<file path="src/rtl/posit_extract_pipe.sv">
// rtl/posit_extract_pipe.sv - three-stage pipelined posit field decoder with NaR/zero event counters
module posit_extract_pipe #(
  parameter int NBITS = 32,
  parameter int ES    = 3,
  parameter int FBITS = NBITS - 3 - ES,
  parameter int SBITS = $clog2(NBITS) + ES + 1,
  parameter int CNT_W = 16
) (
  input  logic             clk,
  input  logic             reset,
  input  logic [NBITS-1:0] in_posit,
  input  logic             in_valid,
  output logic             in_ready,
  output logic             out_sgn,
  output logic [SBITS-1:0] out_scale,
  output logic [FBITS-1:0] out_frac,
  output logic             out_inf,
  output logic             out_zero,
  output logic             out_valid,
  input  logic             out_ready,
  input  logic             cnt_clear,
  output logic [CNT_W-1:0] nar_count,
  output logic [CNT_W-1:0] zero_count
);

  // Regime run length is 1..NBITS-1, which always fits in clog2(NBITS) bits.
  localparam int MW = $clog2(NBITS);

  logic stall;
  logic xfer_out;

  logic             s1_valid_q, s1_valid_d;
  logic             s1_sgn_q, s1_sgn_d;
  logic             s1_zero_q, s1_zero_d;
  logic             s1_inf_q, s1_inf_d;
  logic [NBITS-1:0] s1_u_q, s1_u_d;

  logic             s2_valid_q, s2_valid_d;
  logic             s2_sgn_q, s2_sgn_d;
  logic             s2_zero_q, s2_zero_d;
  logic             s2_inf_q, s2_inf_d;
  logic             s2_r0_q, s2_r0_d;
  logic [MW-1:0]    s2_m_q, s2_m_d;
  logic [NBITS-2:0] s2_rest_q, s2_rest_d;

  logic             out_valid_q, out_valid_d;
  logic             out_sgn_q, out_sgn_d;
  logic [SBITS-1:0] out_scale_q, out_scale_d;
  logic [FBITS-1:0] out_frac_q, out_frac_d;
  logic             out_inf_q, out_inf_d;
  logic             out_zero_q, out_zero_d;

  logic [CNT_W-1:0] nar_cnt_q, nar_cnt_d;
  logic [CNT_W-1:0] zero_cnt_q, zero_cnt_d;

  logic             run_done;
  logic [MW-1:0]    run_m;
  logic [MW:0]      strip_sh;
  logic [NBITS-2:0] rest_c;

  logic [SBITS-1:0] m_ext;
  logic [SBITS-1:0] k_c;
  logic [NBITS-1:0] e_wide;
  logic [SBITS-1:0] scale_c;
  logic [FBITS-1:0] frac_c;

  // The whole pipe freezes as one unit when the sink refuses a valid output.
  assign stall    = out_valid_q & ~out_ready;
  assign in_ready = reset | ~stall;
  assign xfer_out = out_valid_q & out_ready;

  // Stage 1: split sign, take two's-complement magnitude, flag the two specials.
  always_comb begin
    s1_valid_d = s1_valid_q;
    s1_sgn_d   = s1_sgn_q;
    s1_zero_d  = s1_zero_q;
    s1_inf_d   = s1_inf_q;
    s1_u_d     = s1_u_q;
    if (!stall) begin
      s1_valid_d = in_valid;
      s1_sgn_d   = in_posit[NBITS-1];
      s1_zero_d  = (in_posit == '0);
      s1_inf_d   = (in_posit == {1'b1, {(NBITS-1){1'b0}}});
      s1_u_d     = in_posit[NBITS-1] ? -in_posit : in_posit;
    end
  end

  // Regime run count from the bit under the sign, then shift out regime and terminator.
  always_comb begin
    run_done = 1'b0;
    run_m    = '0;
    for (int i = NBITS - 2; i >= 0; i--) begin
      if (!run_done) begin
        if (s1_u_q[i] == s1_u_q[NBITS-2]) begin
          run_m = run_m + MW'(1);
        end else begin
          run_done = 1'b1;
        end
      end
    end
    // Extra bit keeps m+1 from wrapping when the run fills the whole body.
    strip_sh = {1'b0, run_m} + (MW+1)'(1);
    rest_c   = s1_u_q[NBITS-2:0] << strip_sh;
  end

  // Stage 2: register the run length and the MSB-aligned exponent/fraction bits.
  always_comb begin
    s2_valid_d = s2_valid_q;
    s2_sgn_d   = s2_sgn_q;
    s2_zero_d  = s2_zero_q;
    s2_inf_d   = s2_inf_q;
    s2_r0_d    = s2_r0_q;
    s2_m_d     = s2_m_q;
    s2_rest_d  = s2_rest_q;
    if (!stall) begin
      s2_valid_d = s1_valid_q;
      s2_sgn_d   = s1_sgn_q;
      s2_zero_d  = s1_zero_q;
      s2_inf_d   = s1_inf_q;
      s2_r0_d    = s1_u_q[NBITS-2];
      s2_m_d     = run_m;
      s2_rest_d  = rest_c;
    end
  end

  // Scale assembly: k from run polarity, exponent from the top ES bits left after stripping.
  always_comb begin
    m_ext   = SBITS'(s2_m_q);
    k_c     = s2_r0_q ? (m_ext - SBITS'(1)) : (~m_ext + SBITS'(1));
    e_wide  = {1'b0, s2_rest_q} >> (NBITS - 1 - ES);
    scale_c = (k_c << ES) + SBITS'(e_wide);
    frac_c  = s2_rest_q[NBITS-2-ES -: FBITS];
  end

  // Stage 3: output register; specials force sign, scale and fraction to zero.
  always_comb begin
    out_valid_d = out_valid_q;
    out_sgn_d   = out_sgn_q;
    out_scale_d = out_scale_q;
    out_frac_d  = out_frac_q;
    out_inf_d   = out_inf_q;
    out_zero_d  = out_zero_q;
    if (!stall) begin
      out_valid_d = s2_valid_q;
      out_inf_d   = s2_inf_q;
      out_zero_d  = s2_zero_q;
      if (s2_zero_q || s2_inf_q) begin
        out_sgn_d   = 1'b0;
        out_scale_d = '0;
        out_frac_d  = '0;
      end else begin
        out_sgn_d   = s2_sgn_q;
        out_scale_d = scale_c;
        out_frac_d  = frac_c;
      end
    end
  end

  // Saturating event counters; a clear wins over a same-cycle increment.
  always_comb begin
    nar_cnt_d  = nar_cnt_q;
    zero_cnt_d = zero_cnt_q;
    if (cnt_clear) begin
      nar_cnt_d  = '0;
      zero_cnt_d = '0;
    end else begin
      if (xfer_out && out_inf_q && !(&nar_cnt_q)) begin
        nar_cnt_d = nar_cnt_q + CNT_W'(1);
      end
      if (xfer_out && out_zero_q && !(&zero_cnt_q)) begin
        zero_cnt_d = zero_cnt_q + CNT_W'(1);
      end
    end
  end

  // All state registers; reset empties the pipe and clears outputs and counters.
  always_ff @(posedge clk) begin
    if (reset) begin
      s1_valid_q  <= 1'b0;
      s1_sgn_q    <= 1'b0;
      s1_zero_q   <= 1'b0;
      s1_inf_q    <= 1'b0;
      s1_u_q      <= '0;
      s2_valid_q  <= 1'b0;
      s2_sgn_q    <= 1'b0;
      s2_zero_q   <= 1'b0;
      s2_inf_q    <= 1'b0;
      s2_r0_q     <= 1'b0;
      s2_m_q      <= '0;
      s2_rest_q   <= '0;
      out_valid_q <= 1'b0;
      out_sgn_q   <= 1'b0;
      out_scale_q <= '0;
      out_frac_q  <= '0;
      out_inf_q   <= 1'b0;
      out_zero_q  <= 1'b0;
      nar_cnt_q   <= '0;
      zero_cnt_q  <= '0;
    end else begin
      s1_valid_q  <= s1_valid_d;
      s1_sgn_q    <= s1_sgn_d;
      s1_zero_q   <= s1_zero_d;
      s1_inf_q    <= s1_inf_d;
      s1_u_q      <= s1_u_d;
      s2_valid_q  <= s2_valid_d;
      s2_sgn_q    <= s2_sgn_d;
      s2_zero_q   <= s2_zero_d;
      s2_inf_q    <= s2_inf_d;
      s2_r0_q     <= s2_r0_d;
      s2_m_q      <= s2_m_d;
      s2_rest_q   <= s2_rest_d;
      out_valid_q <= out_valid_d;
      out_sgn_q   <= out_sgn_d;
      out_scale_q <= out_scale_d;
      out_frac_q  <= out_frac_d;
      out_inf_q   <= out_inf_d;
      out_zero_q  <= out_zero_d;
      nar_cnt_q   <= nar_cnt_d;
      zero_cnt_q  <= zero_cnt_d;
    end
  end

  assign out_valid  = out_valid_q;
  assign out_sgn    = out_sgn_q;
  assign out_scale  = out_scale_q;
  assign out_frac   = out_frac_q;
  assign out_inf    = out_inf_q;
  assign out_zero   = out_zero_q;
  assign nar_count  = nar_cnt_q;
  assign zero_count = zero_cnt_q;

endmodule
</file>
<file path="config.mk">
export PLATFORM = sky130hd
export DESIGN_NAME = posit_extract_pipe
export DESIGN_NICKNAME = d
export VERILOG_FILES = /design/src/rtl/posit_extract_pipe.sv
export SDC_FILE = /design/constraint.sdc
export NUM_CORES = 1
export LEC_CHECK = 0
export CELL_PAD_IN_SITES_DETAIL_PLACEMENT = 2
export CELL_PAD_IN_SITES_GLOBAL_PLACEMENT = 2
export CORE_MARGIN = 1.5
export CORE_UTILIZATION = 38
export CTS_CLUSTER_SIZE = 24
export DETAILED_ROUTE_END_ITERATION = 12
export GPL_TIMING_DRIVEN = 1
export PLACE_DENSITY = 0.91
export SKIP_CTS_REPAIR_TIMING = 1
export SLEW_MARGIN = 20
export SYNTH_ARGS = -nofsm -noshare
export SYNTH_HDL_FRONTEND = slang
export SYNTH_SLANG_ARGS = --single-unit
</file>
<file path="constraint.sdc">
create_clock -name clk -period 43.3 [get_ports clk]
set_input_delay 4.33 -clock clk [delete_from_list [all_inputs] [get_ports clk]]
set_output_delay 4.33 -clock clk [all_outputs]
set_load 0.02 [all_outputs]
</file>
# --- After elaboration in Yosys (flattened, before gate mapping) ---
# Cells that the tools add are included.
classes:
  bitwise: 6
  eq_ne: 31
  n_addsub: 36
  shift: 1
  mux: 121
  n_reduce_logical: 11
ops:
  columns: ["op", "n"]
  rows:
  - ["$mux 5", 58]
  - ["$add 5x1->5 const B", 29]
  - ["$mux 1", 58]
  - ["$add 16x1->16 const B", 2]
  - ["$eq 32x32->1 const B", 1]
  - ["$logic_not 32->1", 1]
  - ["$reduce_and 16->1", 2]
  - ["$mux 31", 1]
  - ["$neg 31->31", 1]
  - ["$shl 31x6->31", 1]
  - ["$eq 1x1->1", 30]
  - ["$mux 26", 1]
  - ["$add 9x3->9", 1]
  - ["$mux 9", 1]
  - ["$add 5x1->6 const B", 1]
  - ["$add 6x1->6 const B", 1]
  - ["$mux 6", 1]
  - ["$not 5->6", 1]
  - ["$sub 5x1->6 const B", 1]
  - ["$logic_and 1x1->1", 4]
  - ["$and 1x1->1", 2]
  - ["$logic_not 1->1", 2]
  - ["$mux 2", 1]
  - ["$not 1->1", 2]
  - ["3 further kinds", 3]
word_totals:
  out_inout_bits: 72
  input_bits: 37
  ff_bits: 147
  word_cells: 226

# --- Logic depth before layout (Yosys ltp) ---
depth:
  ltp_word: 91
  depth_mapped: 112
  depth_no_buf: 105

# --- Worst setup path after synthesis ---
# No wires, ideal clock.
synth_path:
  path_kind: "register to register"
  from: "register s1_u_q[30]"
  to: "register s2_rest_q[18]"
  path_buffers: 10
  setup_slack_ns: 23.661
  period_less_slack_ns: 19.639
  stages_incl_launch_ff: 111
  arrival_ns: 19.568
  path_cell_list: "dfxtp_1 > buf_2 > buf_4 > buf_4 > clkbuf_1 > buf_1 > clkbuf_1 > buf_2 > buf_1 > a31oi_1 > ha_1 > a21o_1 > ha_1 > inv_1 > a21boi_0 > ha_1 > a32o_1 > ha_1 > (+75 left out) > ha_1 > o21ai_0 > xnor2_1 > xnor2_1 > nand2_1 > xor2_1 > nor2_1 > xnor2_1 > and3_1 > clkbuf_1 > xor2_1 > buf_1 > nor2_1 > nor2_1 > o21ai_0 > a21oi_1 > o21ai_1 > a21oi_1"
synth_between:
  elab_chain_len: 91
synth_rtl:
  columns: ["element", "line", "rtl"]
  rows:
  - ["start, declared", "36", "logic [NBITS-1:0] s1_u_q, s1_u_d;"]
  - ["start signal, assigned", "204", "s1_u_q <= s1_u_d;"]
  - ["$eq 1x1->1", "94", "if (s1_u_q[i] == s1_u_q[NBITS-2]) begin"]
  - ["$mux 2", "94", null]
  - ["$add 5x1->5", "95", "run_m = run_m + MW'(1);"]
  - ["$mux 5", "94", null]
  - ["$mux 5", "93", "if (!run_done) begin"]
  - ["$add 5x1->5", "95", null]
  - ["$mux 5", "94", null]
  - ["$mux 5", "93", null]
  - ["(+75 left out)", null, null]
  - ["$add 5x1->5", "95", null]
  - ["$mux 5", "94", null]
  - ["$mux 5", "93", null]
  - ["$add 5x1->5", "95", null]
  - ["$mux 5", "94", null]
  - ["$mux 5", "93", null]
  - ["$add 5x1->6", "102", "strip_sh = {1'b0, run_m} + (MW+1)'(1);"]
  - ["$shl 31x6->31 (*)", "103", "rest_c = s1_u_q[NBITS-2:0] << strip_sh;"]
  - ["end signal, assigned", "211", "s2_rest_q <= s2_rest_d;"]
  - ["end, declared", "44", "logic [NBITS-2:0] s2_rest_q, s2_rest_d;"]
# Mark *: on every way between the ends. The rest lies on a longest branch, timed or not.
# A chain may end at the register's enable or synchronous reset.

# --- Worst setup path in the final report ---
# Ends and elaborated chain as after synthesis.

==> flow_summary.toml <==
[final_layout]
mostFrequentLayoutCell = "nand2_1"
fillCellCount = 3284
n_antenna_cell = 0
final_cell_mix = "nand2_1 (171), dfxtp_1 (144), nor2_1 (142), clkdlybuf4s50_1 (107), mux2i_1 (100)"
drive_gt1_frac = 0.08013
syn_to_final_growth_pct = 16.53
final_area_mm2 = 0.01343
nets = 1565

[critical_path]
critPathSlowestCell = "xnor2_2"
start_kind = "register"
crit_required_ns = 43.60
cp_max_fo = 57
cp-end-kind = "register"
crit_top_cell = "ha_1"
critical_path.max_stage_delay_ns = 0.89
critPathKind = "register to register"
critPathArrivalTime_ns = 23.97

[yosys]
synth.net_count = 1512
ys_seq_area_frac = 0.2519
synth-warning-count = 0
synthArstFlopShare = 0
netlist_area_mm2 = 0.01152
ys_ff_latch = 145
syn_inst = 1444
syn_area_per_cell_um2 = 7.979
synthFlopType = "dfxtp_1"
ys_types = 88
synth-edff-count = 0

[status]
status = "finished, final reports clean"

[clocking]
cts_made_buffers = 17
clock_tree.root_cell = "clkbuf_16"
tritoncts = "yes"
insertion_delay_ns = 0.46
cts.path.max_buffers = 2
cts.sinks = 145
clkTransAtPathRegs_ns = 0.08
cts.htree.levels = 4

[timing]
tightest_slew_ns = 1.101
tns_ns = 0
finalClockSkew_ns = 0.01863
fin_ws_ns = 19.63
period_share = 0.5467
fin_crit_ns = 23.67
slew_violations = 0
timing.hold.ws_ns = 0.4668
rsz0062_at_grt = "no"
final-setup-viol-count = 0
slew_headroom = 0.2621
hold_viol = 0
fmax_mhz = 42.24

[grt]
antenna_found_initial = 1
grt_pass1_wl_um = 76600
grt-ovfl-total = 0
grtUsageTotal = 0.3165
grt_pass1_vias = 13126
grt_max_degree = 75

[pwr]
power.clock.fraction = 0.247
intPower_uw = 334.9
pwr-share-seq = 0.298
comb_power_share = 0.455
leakagePower_uw = 0.005237
ir_drop_mv = 0.03015
power_density_mw_per_mm2 = 43.78
p_switching_uw = 252.9
swShare = 0.4302

[placement]
post-dp-hpwl_um = 33550
dpl_cell_area_mm2 = 0.01287
routabilityCongestion = 0.9033
pre_cts_ws_ns = 21.22
numPortBuffers = 108

[floorplanning]
pin_count = 109
num_rows = 63
die_area_mm2 = 0.03138
core_mm2 = 0.02972
die_w_um = 177.1
start_util = 0.3877
die_h_um = 177.1

[detailed_routing]
vias = 11870
drcViolationCount = 0
first_iter_violations = 818
via_per_inst = 6.247
ant_nets = 0
wl_per_cell_um = 26.29
wirelength_um = 49940
first_pass_iters = 7

[min_path]
min_path_type = "register to register"

[flow_run]
cap_violations = 0
worst paths after layout:
kind,slack (ns),endpoint,start,cells past startpoint
max,19.63,s2_rest_q[18],s1_u_q[30],104
min,0.47,s2_valid_q,s2_valid_q,2
max reg2reg,19.63,s2_rest_q[18],s1_u_q[30],104
min reg2reg,0.47,s2_valid_q,s2_valid_q,2
sequential cells by signal, indices dropped and copies added (netlist names), 5 cells and up:
name,cells
s1_u_q,31
s2_rest_q,29
s2_m_q,5
nar_count,16
zero_count,16
out_frac,26
out_scale,9
critical path, delay by kind of cell (launching register included):
| kind | cells | cell delay [ns] |
|---|---|---|
| buf+inv | 3 | 0.82 |
| mux | 8 | 2.31 |
| fa+ha+maj | 25 | 7.95 |
| flops | 1 | 0.70 |
| xor+xnor | 5 | 1.65 |
| simple gates | 27 | 3.47 |
| compound gates | 36 | 6.58 |
power by group through the flow:
stage | combinational, uW | clock [uW] | sequential (uW)
after floorplan | 175 | 0 | 170
after global placement | 230 | 0 | 173
after detailed placement | 251 | 0 | 175
after CTS | 263 | 146 | 174
after global routing | 283 | 151 | 176
final | 267 | 145 | 175
area by class of cell:
class	count	area [um2]	area share
tap	390	488.0	0.03634
clock buffer	24	491.7	0.03662
timing repair buffer	121	1174	0.08741
multi-input combinational	1180	8194	0.6103
clock inverter	8	55.05	0.004100
inverter	32	120.1	0.008946
sequential	145	2904	0.2163
cells by family after synthesis:
kind of cell / synth area share
and+or+nand+nor: 0.2249
AOI/OAI and AO/OA: 0.2085
xor gates and xnor gates: 0.1328
DFF: 0.2519
buffers and inverters: 0.04018
muxes: 0.1054
adders and majority gates: 0.03627
cell usage after synthesis, types with 6 or more instances:
cell type | number | share of area
a211oi_1 | 35 | 0.023
a21boi_0 | 6 | 0.0039
a21o_1 | 7 | 0.0046
a21oi_1 | 87 | 0.038
a22o_1 | 45 | 0.034
a31oi_1 | 10 | 0.0054
and2_1 | 14 | 0.0076
and3_1 | 15 | 0.0081
and4_1 | 7 | 0.0053
buf_1 | 7 | 0.0023
buf_2 | 7 | 0.0030
clkbuf_1 | 71 | 0.023
dfxtp_1 | 145 | 0.25
ha_1 | 31 | 0.034
inv_1 | 31 | 0.010
mux2_2 | 13 | 0.013
mux2i_1 | 100 | 0.087
nand2_1 | 171 | 0.056
nand2b_1 | 15 | 0.0081
nand3_1 | 33 | 0.014
nand4_1 | 17 | 0.0092
nor2_1 | 143 | 0.047
nor2b_1 | 14 | 0.0076
nor3_1 | 24 | 0.010
o211ai_1 | 7 | 0.0046
o21ai_0 | 53 | 0.023
o21ai_1 | 14 | 0.0061
o21ai_2 | 6 | 0.0046
o22ai_1 | 11 | 0.0060
o31ai_1 | 11 | 0.0072
or2_2 | 17 | 0.0092
or3_1 | 23 | 0.012
or4_1 | 8 | 0.0052
xnor2_1 | 55 | 0.042
xnor3_1 | 7 | 0.014
xor2_1 | 76 | 0.058
metrics by stage:
step                        util  total power [uW]  cells
after floorplan                -             345.1   1444
after global placement    0.4330             403.2   1868
after detailed placement  0.4330             426.2   1868
after CTS                 0.4514             582.6   1900
after global routing      0.4518             609.1   1900
final                     0.4518             587.8   1900
per-layer routing:
metal  part of all wire  global-route usage
met1               0.38              0.3347
met2               0.52              0.5846
met3              0.050             0.06680
met4              0.052              0.1663
met5            0.00038                   0
No activity file was read; power rests on OpenSTA's default activity.
